### src/rtl/sdhci_buf_fifo_ctrl.sv
// SDHCI data buffer FIFO controller.
// Sequences a two-port RAM as a FIFO between the SD data-line engine (writer,
// port A) and the host/DMA side (reader, port B). A two-entry output buffer
// absorbs the one-cycle RAM read latency so both sides can stream one word per cycle.
module sdhci_buf_fifo_ctrl #(
   parameter int unsigned Width = 32,
   parameter int unsigned Depth = 128,
   localparam int unsigned Aw = $clog2(Depth),
   localparam int unsigned Cw = $clog2(Depth + 3)
) (
   input  logic             clk_i,
   input  logic             rst_i,
   input  logic             clr_i,
   input  logic             wvalid_i,
   output logic             wready_o,
   input  logic [Width-1:0] wdata_i,
   output logic             rvalid_o,
   input  logic             rready_i,
   output logic [Width-1:0] rdata_o,
   output logic [Cw-1:0]    depth_o,
   output logic             ram_a_req_o,
   output logic             ram_a_write_o,
   output logic [Aw-1:0]    ram_a_addr_o,
   output logic [Width-1:0] ram_a_wdata_o,
   output logic [Width-1:0] ram_a_wmask_o,
   output logic             ram_b_req_o,
   output logic             ram_b_write_o,
   output logic [Aw-1:0]    ram_b_addr_o,
   output logic [Width-1:0] ram_b_wdata_o,
   output logic [Width-1:0] ram_b_wmask_o,
   input  logic [Width-1:0] ram_b_rdata_i
);

   localparam int unsigned Pw = Aw + 1;

   logic [Pw-1:0]    wr_ptr_q, wr_ptr_d;
   logic [Pw-1:0]    rd_ptr_q, rd_ptr_d;
   logic             inflight_q, inflight_d;
   logic [1:0]       ob_cnt_q, ob_cnt_d;
   logic [Width-1:0] ob0_q, ob0_d;
   logic [Width-1:0] ob1_q, ob1_d;

   logic [Pw-1:0]    stored;
   logic [2:0]       committed;
   logic [1:0]       ob_after_pop;
   logic             wr_hs;
   logic             pop;
   logic             issue;

   // Handshakes and fetch decision; RAM requests are held off while in reset.
   assign stored    = wr_ptr_q - rd_ptr_q;
   assign wready_o  = (stored != Pw'(Depth)) && !clr_i;
   assign rvalid_o  = (ob_cnt_q != 2'd0) && !clr_i;
   assign rdata_o   = ob0_q;
   assign wr_hs     = wvalid_i && wready_o && !rst_i;
   assign pop       = rvalid_o && rready_i;
   assign committed = 3'(ob_cnt_q) + 3'(inflight_q) - 3'(pop);
   assign issue     = (stored != '0) && (committed < 3'd2) && !clr_i && !rst_i;
   assign depth_o   = Cw'(stored) + Cw'(inflight_q) + Cw'(ob_cnt_q);

   // RAM port A: write-only.
   assign ram_a_req_o   = wr_hs;
   assign ram_a_write_o = wr_hs;
   assign ram_a_addr_o  = wr_ptr_q[Aw-1:0];
   assign ram_a_wdata_o = wdata_i;
   assign ram_a_wmask_o = '1;

   // RAM port B: read-only.
   assign ram_b_req_o   = issue;
   assign ram_b_write_o = 1'b0;
   assign ram_b_addr_o  = rd_ptr_q[Aw-1:0];
   assign ram_b_wdata_o = '0;
   assign ram_b_wmask_o = '0;

   // Next state: pointers, in-flight flag and output buffer (pop before push keeps FIFO order).
   always_comb begin
      wr_ptr_d     = wr_ptr_q + Pw'(wr_hs);
      rd_ptr_d     = rd_ptr_q + Pw'(issue);
      inflight_d   = issue;
      ob0_d        = ob0_q;
      ob1_d        = ob1_q;
      ob_after_pop = ob_cnt_q - 2'(pop);
      if (pop) begin
         ob0_d = ob1_q;
      end
      if (inflight_q) begin
         if (ob_after_pop == 2'd0) begin
            ob0_d = ram_b_rdata_i;
         end else begin
            ob1_d = ram_b_rdata_i;
         end
      end
      ob_cnt_d = ob_after_pop + 2'(inflight_q);
      if (clr_i) begin
         wr_ptr_d   = '0;
         rd_ptr_d   = '0;
         inflight_d = 1'b0;
         ob_cnt_d   = 2'd0;
         ob0_d      = ob0_q;
         ob1_d      = ob1_q;
      end
   end

   // State registers.
   always_ff @(posedge clk_i or posedge rst_i) begin
      if (rst_i) begin
         wr_ptr_q   <= '0;
         rd_ptr_q   <= '0;
         inflight_q <= 1'b0;
         ob_cnt_q   <= 2'd0;
         ob0_q      <= '0;
         ob1_q      <= '0;
      end else begin
         wr_ptr_q   <= wr_ptr_d;
         rd_ptr_q   <= rd_ptr_d;
         inflight_q <= inflight_d;
         ob_cnt_q   <= ob_cnt_d;
         ob0_q      <= ob0_d;
         ob1_q      <= ob1_d;
      end
   end

endmodule

### config.mk
export PLATFORM = sky130hd
export DESIGN_NAME = sdhci_buf_fifo_ctrl
export DESIGN_NICKNAME = d
export VERILOG_FILES = /design/src/rtl/sdhci_buf_fifo_ctrl.sv
export SDC_FILE = /design/constraint.sdc
export NUM_CORES = 1
export LEC_CHECK = 0
export ABC_CLOCK_PERIOD_IN_PS = 3100
export CORE_ASPECT_RATIO = 2
export CORE_MARGIN = 2
export CORE_UTILIZATION = 37
export DETAILED_ROUTE_END_ITERATION = 12
export PLACE_DENSITY = 0.79
export SETUP_SLACK_MARGIN = 0.2
export SLEW_MARGIN = 20
export SYNTH_ARGS = -nofsm -noshare
export SYNTH_HDL_FRONTEND = slang
export SYNTH_SLANG_ARGS = --single-unit
### constraint.sdc
create_clock -name clk_i -period 3.1 [get_ports clk_i]
set_input_delay 0.31 -clock clk_i [delete_from_list [all_inputs] [get_ports clk_i]]
set_output_delay 0.31 -clock clk_i [all_outputs]
set_load 0.005 [all_outputs]
==> results of run 1 <==
cells in the mapped netlist:
cell | instances | area [um2]
xor2_2 | 2 | 32.5
o2111ai_1 | 1 | 8.76
mux2_2 | 32 | 360
a21o_1 | 1 | 7.51
nand2_1 | 5 | 18.8
conb_1 | 2 | 7.51
a21oi_1 | 5 | 25.0
and3_1 | 4 | 25.0
o21ai_1 | 1 | 5.00
nor2b_1 | 5 | 31.3
buf_1 | 3 | 11.3
clkbuf_1 | 5 | 18.8
dfrtp_1 | 83 | 2080
nor3_1 | 1 | 5.00
o2111a_1 | 2 | 22.5
nor2b_4 | 1 | 13.8
buf_2 | 10 | 50.1
buf_4 | 144 | 1080
a211oi_2 | 1 | 12.5
nor2_1 | 20 | 75.1
o21bai_1 | 2 | 15.0
xnor2_2 | 2 | 32.5
ha_1 | 16 | 200
a31oi_1 | 1 | 6.26
xor2_1 | 10 | 87.6
nor3b_2 | 1 | 12.5
fa_1 | 4 | 80.1
nand3_2 | 3 | 30.0
and2_1 | 1 | 6.26
a21oi_2 | 2 | 17.5
nand3_1 | 11 | 55.1
o22a_1 | 64 | 561
xnor2_1 | 13 | 114
a21bo_2 | 1 | 10.0
nor3_2 | 2 | 20.0
inv_1 | 17 | 63.8
power groups by stage:
| stage | Sequential [mW] | Clock, mW | Combinational (mW) |
|---|---|---|---|
| finish | 1.72 | 1.03 | 2.33 |
| global route | 1.76 | 1.11 | 2.52 |
| CTS | 1.72 | 1.07 | 2.17 |
| detailed placement | 1.73 | 0 | 2.05 |
| global placement | 1.71 | 0 | 2.00 |
| floorplan | 1.70 | 0 | 1.25 |
final timing paths:
check                                   end  cells after the start
max in group asynchronous       rdata_o[10]                      3
worst min-delay path              ob1_q[29]                      2
min in group clk_i              rdata_o[27]                      1
worst max register to register  rd_ptr_q[7]                     16
worst min register to register  rdata_o[27]                      1
worst max-delay path            rd_ptr_q[7]                     16
stage by stage:
step                      cell area, um2  setup TNS, ns  utilization, %  hold slack, ns
after global placement              5740              0            41.5           0.484
after global routing                6480         -0.464            46.9           0.520
after CTS                           6240              0            45.2           0.481
final                               6480              0            46.9           0.470
after floorplan                     5560              0               -           0.462
after detailed placement            5740         -0.262            41.5           0.496
per-layer routing:
layer  part of all wire (%)  track usage, %
met1                     31            15.1
met2                     57            31.2
met3                    5.4            2.45
met4                    6.5            10.7
met5                      0               0
timing repair:
action                                  4_1_cts  5_1_grt
pin swaps                                    21       23
buffers inserted                             13        9
endpoints found under the hold margin         0        0
endpoints found under the setup margin       25       26
gates cloned                                  0        0
gates resized for setup                      60       37
registers in the layout (all words and copies together) (netlist names):
register,count
ob1_q,32
rdata_o,32
rd_ptr_q,8
wr_ptr_q,8
ob_cnt_q,2
inflight_q,1
critical path, stage by stage, from the launching register on:
cell and delay, ns:
dfrtp_1 0.40, inv_2 0.09, ha_4 0.12, inv_2 0.03, fa_2 0.34, a211oi_2 0.25
o21bai_1 0.12, a21oi_2 0.19, xor2_2 0.22, buf_4 0.16, nand3_4 0.06, o2111a_2 0.32
ha_4 0.18, and3_4 0.17, nand3_2 0.08, xor2_1 0.15, nor2_1 0.05
cells in the final DEF (no fill, tap or decap), drive strengths merged, types with 7 or more instances in the layout:
master,n
xnor2,15
xor2,12
buf,44
a21oi,7
conb,97
inv,20
nor2,20
ha,16
mux2,32
nand3,14
dfrtp,83
clkbuf,10
clkdlybuf4s50,83
o22a,64
final cells by class:
class | count | area share, %
Clock inverter | 6 | 0.811
Clock buffer | 10 | 3.69
Multi-Input combinational cell | 311 | 39.6
Timing Repair Buffer | 131 | 19.2
Tap cell | 189 | 3.65
Inverter | 17 | 1.00
Sequential cell | 83 | 32.1
cells by family (layout without fill, tap and decap cells):
kind of cell / Yosys count / in the layout / share of synthesized area (%)
other: 2 / 97 / 0.144
xor gates and xnor gates: 27 / 27 / 5.13
buffers and inverters: 179 / 164 / 23.6
AOI/OAI and AO/OA: 81 / 81 / 13.3
and+or+nand+nor: 54 / 54 / 5.63
DFF: 83 / 83 / 39.9
muxes: 32 / 32 / 6.93
adders and majority gates: 20 / 20 / 5.39
==> results.py, run 1 <==
metrics = {
    "die": {
        "dieWidth_um": 87.8,
        "ios": 257,
        "die_h_um": 172,
        "core_area_um2": 13800,
        "fp-row-count": 61,
        "start_util_pct": 37.6,
        "die_area_um2": 15100,
    },
    "clock_tree": {
        "cts_root_buf": "clkbuf_16",
        "cts_tree": "yes",
        "htreeDepth": 3,
        "numCtsBuffers": 9,
        "cts.sinks": 83,
        "cts.path.max_buffers": 2,
        "clock_latency_ns": 0.33,
        "cts.clk_slew.worst_paths_ns": 0.07,
        "ctsHoldBuffers": 0,
    },
    "power_and_ir_drop": {
        "switching_power_mw": 1.60,
        "p_int_mw": 3.47,
        "p_leak_nw": 2.80,
        "p_total_mw": 5.08,
        "power_density_nw_per_um2": 783,
        "swShare_pct": 31.6,
        "peakVddDrop_mv": 0.472,
        "power_frac_clock_pct": 20.3,
        "comb_power_share_pct": 45.9,
        "seq_power_share_pct": 33.8,
    },
    "global_route": {
        "grt_pass1_vias": 3553,
        "grt_overflow": 0,
        "antenna_found_initial": 0,
        "grt_max_degree": 55,
        "grt_pass1_wl_um": 18600,
        "grt_usage_pct": 16.3,
    },
    "critical_path": {
        "path_max_fanout": 3,
        "rr_startpoint": "wr_ptr_q[0]",
        "crit_arrival_ns": 3.26,
        "crit_type": "reg2reg",
        "crit_start": "wr_ptr_q[0]",
        "end_kind": "flop",
        "worst_ep_required_time_ns": 3.29,
        "r2r_slack_ns": 0.02,
        "start_kind": "flop",
    },
    "timing": {
        "rsz0062_at_grt": "true",
        "tightest_slew_ns": 0.784,
        "final.setup_skew_ns": 0.00684,
        "maxSlewViolCount": 0,
        "setup_violations": 0,
        "post-route-period-util_pct": 99.2,
        "hold_viol": 0,
        "final.min_clock_period_ns": 3.08,
        "layout_setup_ws_ns": 0.0235,
        "slew_headroom_pct": 47.7,
        "fmax_mhz": 325,
    },
    "min_path": {
        "hold_class": "in2async",
    },
    "drt": {
        "vias": 3502,
        "wire_per_inst_um": 16.4,
        "finalWirelength_um": 12200,
        "drtAntennaViolNets": 0,
        "first_iter_violations": 111,
        "drt-pass1-iter-count": 4,
        "viasPerCell": 4.69,
        "drc": 0,
    },
    "place": {
        "preCtsSetupSlack_ns": -0.0775,
        "port_buffers": 95,
        "dp.cells": 709,
        "place_congestion": 0.885,
        "dp_hpwl_um": 8790,
    },
    "synthesis": {
        "syn_area_um2": 5200,
        "seq_area_frac_synth_pct": 39.9,
        "ys_warn_count": 0,
        "syn_inst": 478,
        "ys_ff_latch": 83,
        "synth.distinct_cells": 36,
        "syn-mean-instance-area_um2": 10.9,
    },
    "layout": {
        "regArea_um2": 2080,
        "nNetsFinal": 642,
        "multi_input_area_um2": 2570,
        "n_antenna_cell": 0,
        "fill_cells": 1232,
        "finalNonFillerCells": 747,
        "drive_gt1_share_pct": 28.0,
        "area_growth_pct": 24.6,
    },
    "run_status": {
        "status": "finished, final reports clean",
    },
    "flow_run": {
        "cap_violations": 0,
    },
}
Power figures use the tool's default switching activity.
==> run 2: changes to the inputs <==
- CORE_MARGIN: 2 -> 3
- SLEW_MARGIN: 20 -> 10
==> run 2 against run 1 <==
Against the previous run:
- sequential share of layout area is 0.64 points higher
- clock skew is 0.0017 ns lower
- critical path depth unchanged
- utilization shrank 0.12 points
- register-to-register slack improved by 0.08 ns
- maximum frequency is 2.6% higher
- die area rose by 3.5%
- worst hold slack gained 0.016 ns
- global-route usage decreased by 1.0 points
- non-clock buffer count shrank 10
- critical endpoint is now wr_ptr_q[4]
- largest power group unchanged
- highest routed layer unchanged
==> results.py, run 2 (synthesized netlist as in run 1, its figures left out) <==
metrics = {
    "run_status": {
        "status": "finished, final reports clean",
    },
    "drt": {
        "drt-pass1-iter-count": 3,
        "finalWirelength_um": 12200,
        "wire_per_inst_um": 16.7,
        "vias": 3433,
        "first_iter_violations": 55,
        "drc": 0,
        "viasPerCell": 4.68,
        "drtAntennaViolNets": 0,
    },
    "clock_tree": {
        "cts_root_buf": "clkbuf_16",
        "htreeDepth": 3,
        "cts.clk_slew.worst_paths_ns": 0.07,
        "cts_tree": "yes",
        "cts.sinks": 83,
        "clock_latency_ns": 0.33,
        "cts.path.max_buffers": 2,
        "numCtsBuffers": 9,
        "ctsHoldBuffers": 0,
    },
    "place": {
        "place_congestion": 0.892,
        "dp.cells": 709,
        "dp_hpwl_um": 9070,
        "port_buffers": 95,
        "postPlaceCellArea_um2": 5750,
    },
    "power_and_ir_drop": {
        "p_leak_nw": 2.75,
        "p_int_mw": 3.43,
        "p_total_mw": 5.01,
        "power_frac_clock_pct": 22.2,
        "swShare_pct": 31.5,
        "seq_power_share_pct": 34.2,
        "peakVddDrop_mv": 0.506,
        "switching_power_mw": 1.58,
        "comb_power_share_pct": 43.6,
        "power_density_nw_per_um2": 788,
    },
    "timing": {
        "maxSlewViolCount": 0,
        "hold_viol": 0,
        "setup_violations": 0,
        "final.setup_skew_ns": 0.00510,
        "tightest_slew_ns": 0.825,
        "post-route-period-util_pct": 96.7,
        "fmax_mhz": 334,
        "finalSetupTns_ns": 0,
        "rsz0062_at_grt": "true",
        "slew_headroom_pct": 45.0,
        "final.min_clock_period_ns": 3.00,
    },
    "critical_path": {
        "start_kind": "flop",
        "cp_common_cell": "ha_4",
        "worst_ep_required_time_ns": 3.29,
        "crit_buf_inv": 3,
        "crit_arrival_ns": 3.18,
        "end_kind": "flop",
        "worstPathCellList": "inv_2, ha_4, inv_2, fa_2, a211oi_4, nor2_2, xor2_2, nor3_2, buf_4, and3_4, a21oi_4, ha_4, ha_4, nand3_2, xor2_1, nor2_1",
        "crit_path_top_delay_cell": "dfrtp_1",
        "path_max_fanout": 3,
        "crit_type": "reg2reg",
        "cpPeakStageDelay_ns": 0.40,
        "critical_path.top_delay_family": "adder cells",
    },
    "layout": {
        "design_area_um2": 6360,
        "n_antenna_cell": 0,
        "final_common_cell": "conb_1",
        "nNetsFinal": 632,
        "area_growth_pct": 22.2,
        "postLayoutCoreUtil_pct": 46.8,
        "drive_gt1_share_pct": 26.3,
        "final_cell_mix": "97 x conb_1, 84 x clkdlybuf4s50_1, 81 x dfrtp_1, 64 x o22a_1, 32 x mux2_2",
        "finalNonFillerCells": 734,
    },
    "die": {
        "die_area_um2": 15600,
        "start_util_pct": 38.3,
        "die_h_um": 174,
        "core_area_um2": 13600,
        "ios": 257,
        "fp-row-count": 60,
        "dieWidth_um": 89.8,
    },
    "flow_run": {
        "cap_violations": 0,
    },
    "min_path": {
        "hold_class": "in2async",
    },
    "global_route": {
        "grt_max_degree": 55,
        "grt_usage_pct": 15.3,
        "antenna_found_initial": 0,
        "grt_pass1_vias": 3644,
        "grt_overflow": 0,
        "grt_pass1_wl_um": 18800,
    },
}
-- run 2: layout make-up --
cell class | instances | area [um2]
clock buffer | 9 | 225
clock inverter | 7 | 83.8
fill | 1237 | 7230
inverter | 17 | 65.1
multi-input combinational | 311 | 2540
sequential | 83 | 2080
tap | 186 | 233
timing repair buffer | 121 | 1130
-- run 2: layer usage --
metal,global-route usage (%),vias to the layer above,share of wire (%)
met1,13.8,1696,33
met3,2.87,48,5.8
met2,29.8,159,56
li1,-,1530,-
met5,0,-,0
met4,10.3,0,5.3
-- run 2: worst register-to-register path: stages, from the launching register on --
cell,delay (ns)
dfrtp_1,0.40
inv_2,0.09
ha_4,0.13
inv_2,0.03
fa_2,0.37
a211oi_4,0.26
nor2_2,0.09
xor2_2,0.19
nor3_2,0.23
buf_4,0.14
and3_4,0.19
a21oi_4,0.07
ha_4,0.18
ha_4,0.18
nand3_2,0.07
xor2_1,0.16
nor2_1,0.07
-- run 2: stage by stage --
stage	worst slack, ns	hold slack, ns
floorplan	0.204	0.462
global placement	0.106	0.480
detailed placement	-0.00727	0.485
CTS	0.0770	0.485
global route	-0.0267	0.520
finish	0.102	0.486
-- run 2: power by group through the flow --
stage,Sequential [mW],Clock [mW],Combinational [mW]
floorplan,1.70,0,1.25
global placement,1.70,0,2.02
detailed placement,1.73,0,2.07
CTS,1.71,1.15,2.12
global route,1.76,1.19,2.37
finish,1.71,1.11,2.18
-- run 2: path summary, 6_finish.rpt --
path	to	slack, ns	depth (start not counted)	start
hold / removal	wr_ptr_q[4]	0.49	2	rst_i
hold reg to reg	rdata_o[5]	0.50	1	rdata_o[5]
setup reg to reg	wr_ptr_q[4]	0.10	16	wr_ptr_q[0]
setup / recovery	wr_ptr_q[4]	0.10	16	wr_ptr_q[0]
max in group asynchronous	rdata_o[10]	1.93	3	rst_i
min in group clk_i	rdata_o[5]	0.50	1	rdata_o[5]
-- run 2: timing repair --
| item | CTS | global route |
|---|---|---|
| setup buffers | 4 | 5 |
| setup endpoints to repair | 25 | 25 |
| pin swaps | 13 | 23 |
| gates resized for setup | 60 | 29 |
